===== config.mk =====
export PLATFORM = sky130hd
export DESIGN_NAME = pwm_ramp_ctrl
export DESIGN_NICKNAME = d
export VERILOG_FILES = /design/src/rtl/pwm_ctrl_pkg.sv /design/src/rtl/pwm_period_tracker.sv /design/src/rtl/pwm_ramp_ctrl.sv
export SDC_FILE = /design/constraint.sdc
export NUM_CORES = 1
export LEC_CHECK = 0
export CORE_UTILIZATION = 50
export CTS_BUF_LIST = sky130_fd_sc_hd__clkbuf_16
export CTS_CLUSTER_SIZE = 10
export DETAILED_ROUTE_END_ITERATION = 16
export GPL_ROUTABILITY_DRIVEN = 0
export PLACE_DENSITY = 0.74
export SLEW_MARGIN = 5
export SYNTH_ARGS = -nofsm -noshare
export SYNTH_HDL_FRONTEND = slang
export SYNTH_HIERARCHICAL = 1
export SYNTH_SLANG_ARGS = --single-unit

===== constraint.sdc =====
create_clock -name clk -period 3.8 [get_ports clk]
set_input_delay 0.38 -clock clk [delete_from_list [all_inputs] [get_ports clk]]
set_output_delay 0.38 -clock clk [all_outputs]
set_load 0.01 [all_outputs]

===== src/rtl/pwm_ctrl_pkg.sv =====
// Shared types and constants for the PWM ramp sequencer and its period tracker.
package pwm_ctrl_pkg;

  localparam int PWM_WIDTH = 8;
  localparam int PWM_STEP_W = 4;
  localparam logic [7:0] PWM_RELOAD_RST = 8'hFF;

  typedef enum logic [1:0] {
    IDLE,
    WAIT_BND,
    RAMP
  } state_t;

endpackage


===== src/rtl/pwm_period_tracker.sv =====
// Mirror of the PWM counter: runs 0..reload and flags the last count of each period.
module pwm_period_tracker
  import pwm_ctrl_pkg::*;
#(
  parameter int WIDTH = PWM_WIDTH
) (
  input  logic             clk,
  input  logic             res_i,
  input  logic             enable,
  input  logic [WIDTH-1:0] reload,
  output logic             period_o
);

  logic [WIDTH-1:0] cnt;
  logic             at_last;

  assign at_last  = (cnt == reload);
  assign period_o = at_last & enable;

  // Reload is only swapped on a boundary, so the wrap to 0 lines up with the new period.
  always_ff @(posedge clk) begin
    if (res_i) begin
      cnt <= '0;
    end else if (!enable || at_last) begin
      cnt <= '0;
    end else begin
      cnt <= cnt + WIDTH'(1);
    end
  end

endmodule


===== src/rtl/pwm_ramp_ctrl.sv =====
// Host-facing sequencer: latches a period/duty request, swaps the period on a
// boundary and then walks the duty toward the target once per period.
module pwm_ramp_ctrl
  import pwm_ctrl_pkg::*;
#(
  parameter int WIDTH  = PWM_WIDTH,
  parameter int STEP_W = PWM_STEP_W
) (
  input  logic              clk,
  input  logic              res_i,
  input  logic              enable_i,
  input  logic              cfg_valid_i,
  output logic              cfg_ready_o,
  input  logic [WIDTH-1:0]  cfg_reload_i,
  input  logic [WIDTH-1:0]  cfg_duty_i,
  input  logic [STEP_W-1:0] cfg_step_i,
  output logic [WIDTH-1:0]  set_thres_o,
  output logic [WIDTH-1:0]  clr_thres_o,
  output logic [WIDTH-1:0]  reload_o,
  output logic              period_o,
  output logic              busy_o,
  output logic              done_o
);

  localparam int EXT_W = WIDTH + 1;

  state_t            state;
  state_t            next_state;
  logic [WIDTH-1:0]  cur;
  logic [WIDTH-1:0]  reload_r;
  logic [WIDTH-1:0]  tgt_reload;
  logic [WIDTH-1:0]  tgt_duty;
  logic [STEP_W-1:0] step_r;
  logic              ready_r;
  logic              done_r;
  logic              period;
  logic              accept;
  logic              apply_step;
  logic              load_reload;
  logic              finish;
  logic [WIDTH-1:0]  nxt_duty;
  logic [EXT_W-1:0]  cur_ext;
  logic [EXT_W-1:0]  tgt_ext;
  logic [EXT_W-1:0]  sum;
  logic [EXT_W-1:0]  diff;

  pwm_period_tracker #(
    .WIDTH(WIDTH)
  ) u_tracker (
    .clk      (clk),
    .res_i    (res_i),
    .enable   (enable_i),
    .reload   (reload_r),
    .period_o (period)
  );

  assign accept = enable_i & cfg_valid_i & ready_r & (state == IDLE);

  // Saturating step in one extra bit: a borrow out of cur - step shows up as the top bit.
  always_comb begin
    cur_ext  = {1'b0, cur};
    tgt_ext  = {1'b0, tgt_duty};
    sum      = cur_ext + EXT_W'(step_r);
    diff     = cur_ext - EXT_W'(step_r);
    nxt_duty = tgt_duty;
    if (step_r == '0 || tgt_duty == cur) begin
      nxt_duty = tgt_duty;
    end else if (tgt_duty > cur) begin
      nxt_duty = (sum >= tgt_ext) ? tgt_duty : sum[WIDTH-1:0];
    end else begin
      nxt_duty = (diff[WIDTH] || diff <= tgt_ext) ? tgt_duty : diff[WIDTH-1:0];
    end
  end

  always_ff @(posedge clk) begin
    if (res_i) begin
      state <= IDLE;
    end else begin
      state <= next_state;
    end
  end

  always_comb begin
    next_state  = state;
    apply_step  = 1'b0;
    load_reload = 1'b0;
    finish      = 1'b0;
    if (!enable_i) begin
      next_state = IDLE;
    end else begin
      case (state)
        IDLE: begin
          if (accept) next_state = WAIT_BND;
        end
        WAIT_BND: begin
          if (period) begin
            apply_step  = 1'b1;
            load_reload = 1'b1;
            finish      = (nxt_duty == tgt_duty);
            next_state  = finish ? IDLE : RAMP;
          end
        end
        RAMP: begin
          if (period) begin
            apply_step = 1'b1;
            finish     = (nxt_duty == tgt_duty);
            next_state = finish ? IDLE : RAMP;
          end
        end
        default: next_state = IDLE;
      endcase
    end
  end

  // Dropping enable clears duty and the pending request but keeps the programmed period.
  always_ff @(posedge clk) begin
    if (res_i) begin
      cur        <= '0;
      reload_r   <= WIDTH'(PWM_RELOAD_RST);
      tgt_reload <= '0;
      tgt_duty   <= '0;
      step_r     <= '0;
      ready_r    <= 1'b0;
      done_r     <= 1'b0;
    end else begin
      done_r  <= finish;
      ready_r <= enable_i && (next_state == IDLE);
      if (!enable_i) begin
        cur        <= '0;
        tgt_reload <= '0;
        tgt_duty   <= '0;
        step_r     <= '0;
      end else begin
        if (accept) begin
          tgt_reload <= cfg_reload_i;
          tgt_duty   <= cfg_duty_i;
          step_r     <= cfg_step_i;
        end
        if (apply_step) cur <= nxt_duty;
        if (load_reload) reload_r <= tgt_reload;
      end
    end
  end

  assign set_thres_o = '0;
  assign clr_thres_o = cur;
  assign reload_o    = reload_r;
  assign period_o    = period;
  assign busy_o      = (state != IDLE);
  assign cfg_ready_o = ready_r;
  assign done_o      = done_r;

endmodule

* Yosys cells after proc, flatten, opt, wreduce, memory -nomap -nowiden
Cells that the tools add are included.
** Storage, ports and cells
- Output and inout bits :: 28
- Flip-flop bits (word level) :: 48
** Cells by class
- Bitwise operators :: 7
- Reductions and logical operators :: 14
- Add/sub/neg operators :: 3
- Mux-type cells :: 14
- $lt $le $gt $ge :: 3
- Eq/ne operators :: 5
** Operator list (number)
- 2-to-1 mux 8 bit :: 4
- equality test 8 bit :: 3
- adder 8 x 4 -> 9 bit :: 1
- greater-or-equal comparator 9 x 8 -> 1 bit :: 1
- <= comparator 9 x 8 -> 1 bit :: 1
- subtractor 8 x 4 -> 9 bit :: 1
- adder 8 x 1 -> 8 bit, second input constant :: 1
- greater-than comparator 8 bit :: 1
- 2-to-1 mux 2 bit :: 4
- OR reduction 2 bit :: 3
- 2-to-1 mux 1 bit :: 5
- bitwise AND 1 bit :: 4
- zero test 2 bit :: 2
- zero test 4 bit :: 1
- one-hot mux 2 bit (2 select lines) :: 1
- OR reduction 4 bit :: 1
- logical OR 1 bit :: 3
- inverter 1 bit :: 3
- equality test 2 x 1 -> 1 bit, second input constant :: 1
- equality test 2 bit, second input constant :: 1
- AND reduction 2 bit :: 1
- nonzero test 2 bit :: 1
- logical AND 1 bit :: 1
- zero test 1 bit :: 1

* Logic depth before layout (Yosys ltp)
- Depth in word-level cells :: 13
- Mapped depth :: 17

* Modules after synthesis
The synthesis kept the hierarchy.
** Modules (own cells, without submodules)
- pwm_ramp_ctrl :: area each 3226.8 µm², seq. area each 800.8 µm², instances 1, cells an instance 410
- pwm_period_tracker :: area each 476.7 µm², seq. area each 160.2 µm², instances 1, cells an instance 47

* Least setup slack after synthesis
No wires, ideal clock.
- Path kind :: reg-to-reg
- From :: register cur[3], in the netlist clr_thres_o[3]
- To :: register state[1]
- Arrival time :: 3.592 ns
- Setup slack :: 0.095 ns
- Library setup time :: 0.112 ns
- Required time :: 3.688 ns
- Cell stages (with the launch flop) :: 15
- Path through :: dfxtp_1 -> ha_1 -> buf_2 -> and2b_1 -> a2111oi_4 -> xnor2_1 -> ha_1 -> a21o_1 -> a221o_1 -> a211oi_4 -> o21ai_2 -> o22ai_4 -> a21oi_2 -> and4_1 -> a2111oi_1
** On the way
- Cells in the longest elaborated chain, start to end :: 11
- Elaborated cells between the ends (all ways) :: 17
** RTL lines
- from (decl) :: RTL line pwm_ramp_ctrl.sv:29 : logic [WIDTH-1:0] cur;
- from (signal assigned) :: RTL line pwm_ramp_ctrl.sv:139 : if (apply_step) cur <= nxt_duty;
- subtractor 8 x 4 -> 9 bit :: RTL line pwm_ramp_ctrl.sv:64 : diff = cur_ext - EXT_W'(step_r);
- <= comparator 9 x 8 -> 1 bit :: RTL line pwm_ramp_ctrl.sv:71 : nxt_duty = (diff[WIDTH] || diff <= tgt_ext) ? tgt_duty : diff[WIDTH-1:0];
- logical OR 1 bit :: RTL line pwm_ramp_ctrl.sv:71
- 2-to-1 mux 8 bit :: RTL line pwm_ramp_ctrl.sv:71
- 2-to-1 mux 8 bit :: RTL line pwm_ramp_ctrl.sv:68 : end else if (tgt_duty > cur) begin
- 2-to-1 mux 8 bit * :: RTL line pwm_ramp_ctrl.sv:66 : if (step_r == '0 || tgt_duty == cur) begin
- equality test 8 bit * :: RTL line pwm_ramp_ctrl.sv:99, pwm_ramp_ctrl.sv:106
- 2-to-1 mux 2 bit * :: RTL line pwm_ramp_ctrl.sv:100, pwm_ramp_ctrl.sv:107
- 2-to-1 mux 2 bit * :: RTL line pwm_ramp_ctrl.sv:96, pwm_ramp_ctrl.sv:104
- one-hot mux 2 bit (2 select lines) * :: RTL line pwm_ramp_ctrl.sv:91 : case (state)
- 2-to-1 mux 2 bit * :: RTL line pwm_ramp_ctrl.sv:88 : if (!enable_i) begin
- to (signal assigned) :: RTL line pwm_ramp_ctrl.sv:79 : state <= next_state;
- to (decl) :: RTL line pwm_ramp_ctrl.sv:27 : state_t state;
Every way passes the cells marked *; elsewhere a longest branch is shown, timed or not.
A chain may end at the register's enable or synchronous reset.

* Worst setup path after layout
- From :: register cur[0], in the netlist clr_thres_o[0]
- To :: register state[1]
Same word-level chain as after synthesis.

==> reports/results.ini <==
[sta]
drv_slew=0
max_freq_ghz=0.269
rsz0062_at_grt=true
final.setup_skew_ns=0.00535
setup_viol_count_final=0
worst_pin_slew_ns=0.946
hold_viol_final=0
slew_headroom_pct=36.9
fin_crit_ns=3.72
fin_crit_sh_pct=97.9

[clock_tree]
cts.htree.levels=2
clockBufferDepth=2
clock-sinks=48
ctsHoldBuffers=0
cts_buffers=5
clkTransAtPathRegs_ns=0.07
cts_root_buffer=clkbuf_16
worstSkewPairLatency_ns=0.29
cts_tree=yes

[detailed_routing]
via_per_inst=5.90
drt-total-wl_mm=10.4
drtPass1Iterations=7
avgRoutedWirePerCell_um=16.8
route.detailed.drc=0
ant_nets=0
drt_iter0_markers=352
vias=3638

[logic_synthesis]
synth-seq-cells=48
synth_compound_area_share_pct=24.7
synth_top_area_share_pct=25.9
synth_top_family_by_area=compound AO/OA/AOI/OAI gates
netlist_instances=457
synth_area_mm2=0.00370
synthAdderAreaFrac_pct=13.2
ys_types=71
yosysTopAreaCell=dfxtp_1
yosysWarnings=6
synthTopCellsByArea=dfxtp_1 26%, ha_1 12%, nand2_1 7.4%
synth.avg_cell_area_um2=8.10
synthMuxAreaShare_pct=0.845
synth-xor-area-share_pct=6.59
ys_seq_area_share_pct=25.9
async_flop_share_pct=0
synth_edf_count=0
yosys_most_used_dff=dfxtp_1
synthSimpleGateAreaFrac_pct=21.6

[cells_and_area]
design_area_mm2=0.00475
fin_nets=579
area_growth_pct=28.3
layout_common_cells=73 x nand2_1, 43 x clkdlybuf4s50_1, 41 x a21oi_1, 41 x dfxtp_1, 30 x ha_1
fill_cells=602
drive_gt1_share_pct=17.6
final_common_cell=nand2_1
antenna_cells=0

[power_and_ir_drop]
p_leak_nw=1.82
vdd_drop_max_uv=203
powerDensity_mw_per_mm2=264
power_w=0.00125

[worst_setup_path]
critical_path_class=register to register
critPathSlowestCell=a221o_1
crit_path_max_fanout=5
end_kind=register
required_ns=3.99
max_stage_delay_ns=0.40
cp_num_buf_inv=0
path_cells=ha_4 -> fa_2 -> nand2b_4 -> a2111oi_4 -> xnor2_2 -> ha_1 -> a21o_1 -> a221o_1 -> a211oi_4 -> o21ai_4 -> o22ai_4 -> a21oi_2 -> and4_1 -> a2111oi_4
path_delay_family=compound AO/OA/AOI/OAI gates
start_kind=register
cp.arrival_ns=3.91
cpMostUsedCell=a2111oi_4

[floorplanning]
core_region_area_mm2=0.00721
start_util_pct=51.3
io_pins=52
die_w_um=88.1
die_area_mm2=0.00776
fp.dieH_um=88.1
rows=31

[global_route]
grtUsageTotal_pct=26.4
grt_overflow=0
antenna_found_initial=0
grt_max_degree=24
grt_pass1_wl_mm=15.8
grt_pass1_vias=3246

[run]
drv_cap=0

[place]
dp_hpwl_mm=7.70
place_area_mm2=0.00429
io_buffers=43

[min_path]
min_path_type=register to register

[outcome]
status=completed

[power by group]
group          internal [W]  switching [W]  total, W
logic             0.0000778      0.0000872  0.000165
registers          0.000506     0.00000450  0.000511
clock network      0.000379       0.000198  0.000577
total              0.000964       0.000289   0.00125
[area by class of cell]
| class | instances | area, um^2 | share of cell area, % |
|---|---|---|---|
| clock inverters | 3 | 68.8 | 1.45 |
| well taps | 99 | 124 | 2.61 |
| clock buffers | 5 | 125 | 2.63 |
| multi-input cells | 359 | 2690 | 56.6 |
| inverters | 30 | 113 | 2.37 |
| repair buffers | 73 | 659 | 13.9 |
| flip-flops and latches | 48 | 970 | 20.4 |
[state kept, by name (all words and copies together) (netlist names)]
name           cells
reload_o           8
state              2
clr_thres_o        8
step_r             4
u_tracker/cnt      8
done_o             1
cfg_ready_o        1
tgt_reload         8
tgt_duty           8
[per-layer routing]
metal | vias to the layer above | routed length, um | GRT usage [%] | share of wire, %
met5 | - | 0 | 0 | 0
met4 | 0 | 280 | 9.24 | 2.7
met3 | 33 | 894 | 6.22 | 8.6
met2 | 176 | 4740 | 42.1 | 46
met1 | 1695 | 4440 | 34.9 | 43
li1 | 1734 | - | - | -
[logic make-up (layout without fill, tap and decap cells)]
| logic type | Yosys count | count (layout) |
|---|---|---|
| AOI/OAI and AO/OA | 126 | 126 |
| xor gates and xnor gates | 27 | 27 |
| adders and majority gates | 38 | 38 |
| buffers and inverters | 57 | 111 |
| DFF | 48 | 48 |
| muxes | 3 | 3 |
| other | 1 | 8 |
| and+or+nand+nor | 157 | 157 |
[cell usage after synthesis (3+ instances only)]
master	n
o211ai_1	3
xnor2_1	15
o21ai_0	11
o21ai_1	4
nand3b_1	8
nand2_1	73
ha_1	36
nor2_1	21
o221ai_1	6
inv_1	30
clkbuf_1	13
a221o_1	3
a21oi_1	43
a31oi_1	3
o21a_1	3
a211oi_1	11
nor3_1	4
dfxtp_1	48
buf_4	8
nand4_1	7
nand2b_1	6
nor2b_1	6
a221oi_1	4
or3_1	5
a21o_1	5
nand3_1	7
xor2_1	11
and3_1	5
a21oi_2	3
[tightest hold or removal path: stages, from the launching register on]
cell and delay, ns:
dfxtp_1 0.31, nand2_1 0.05, a21oi_1 0.05
[worst paths after layout]
kind / start / to / slack, ns / cells after the start
max reg2reg: clr_thres_o[0]$_SDFFE_PP0P_ / state[1]$_SDFF_PP0_ / 0.08 / 14
min: tgt_reload[1]$_SDFFE_PP0P_ / tgt_reload[1]$_SDFFE_PP0P_ / 0.46 / 2
max: clr_thres_o[0]$_SDFFE_PP0P_ / state[1]$_SDFF_PP0_ / 0.08 / 14
min reg2reg: tgt_reload[1]$_SDFFE_PP0P_ / tgt_reload[1]$_SDFFE_PP0P_ / 0.46 / 2
[metrics by stage]
| stage | util, % | hold WS (ns) | TNS [ns] | instances | worst slack (ns) |
|---|---|---|---|---|---|
| floorplan | - | 0.437 | 0 | 464 | 0.0954 |
| global placement | 59.4 | 0.445 | -0.00802 | 599 | -0.00802 |
| detailed placement | 59.4 | 0.453 | -0.132 | 599 | -0.0612 |
| CTS | 62.5 | 0.464 | -0.0141 | 607 | -0.00751 |
| global route | 65.9 | 0.494 | -0.102 | 617 | -0.0438 |
| finish | 65.9 | 0.463 | 0 | 617 | 0.0795 |
[repair_timing]
item                                    in CTS  in global routing
gates resized for setup                      6                 35
pin swaps                                    0                 16
endpoints found under the setup margin       5                 11
setup buffers                                0                 10
Note: power is estimated with default switching activity, not from simulation.
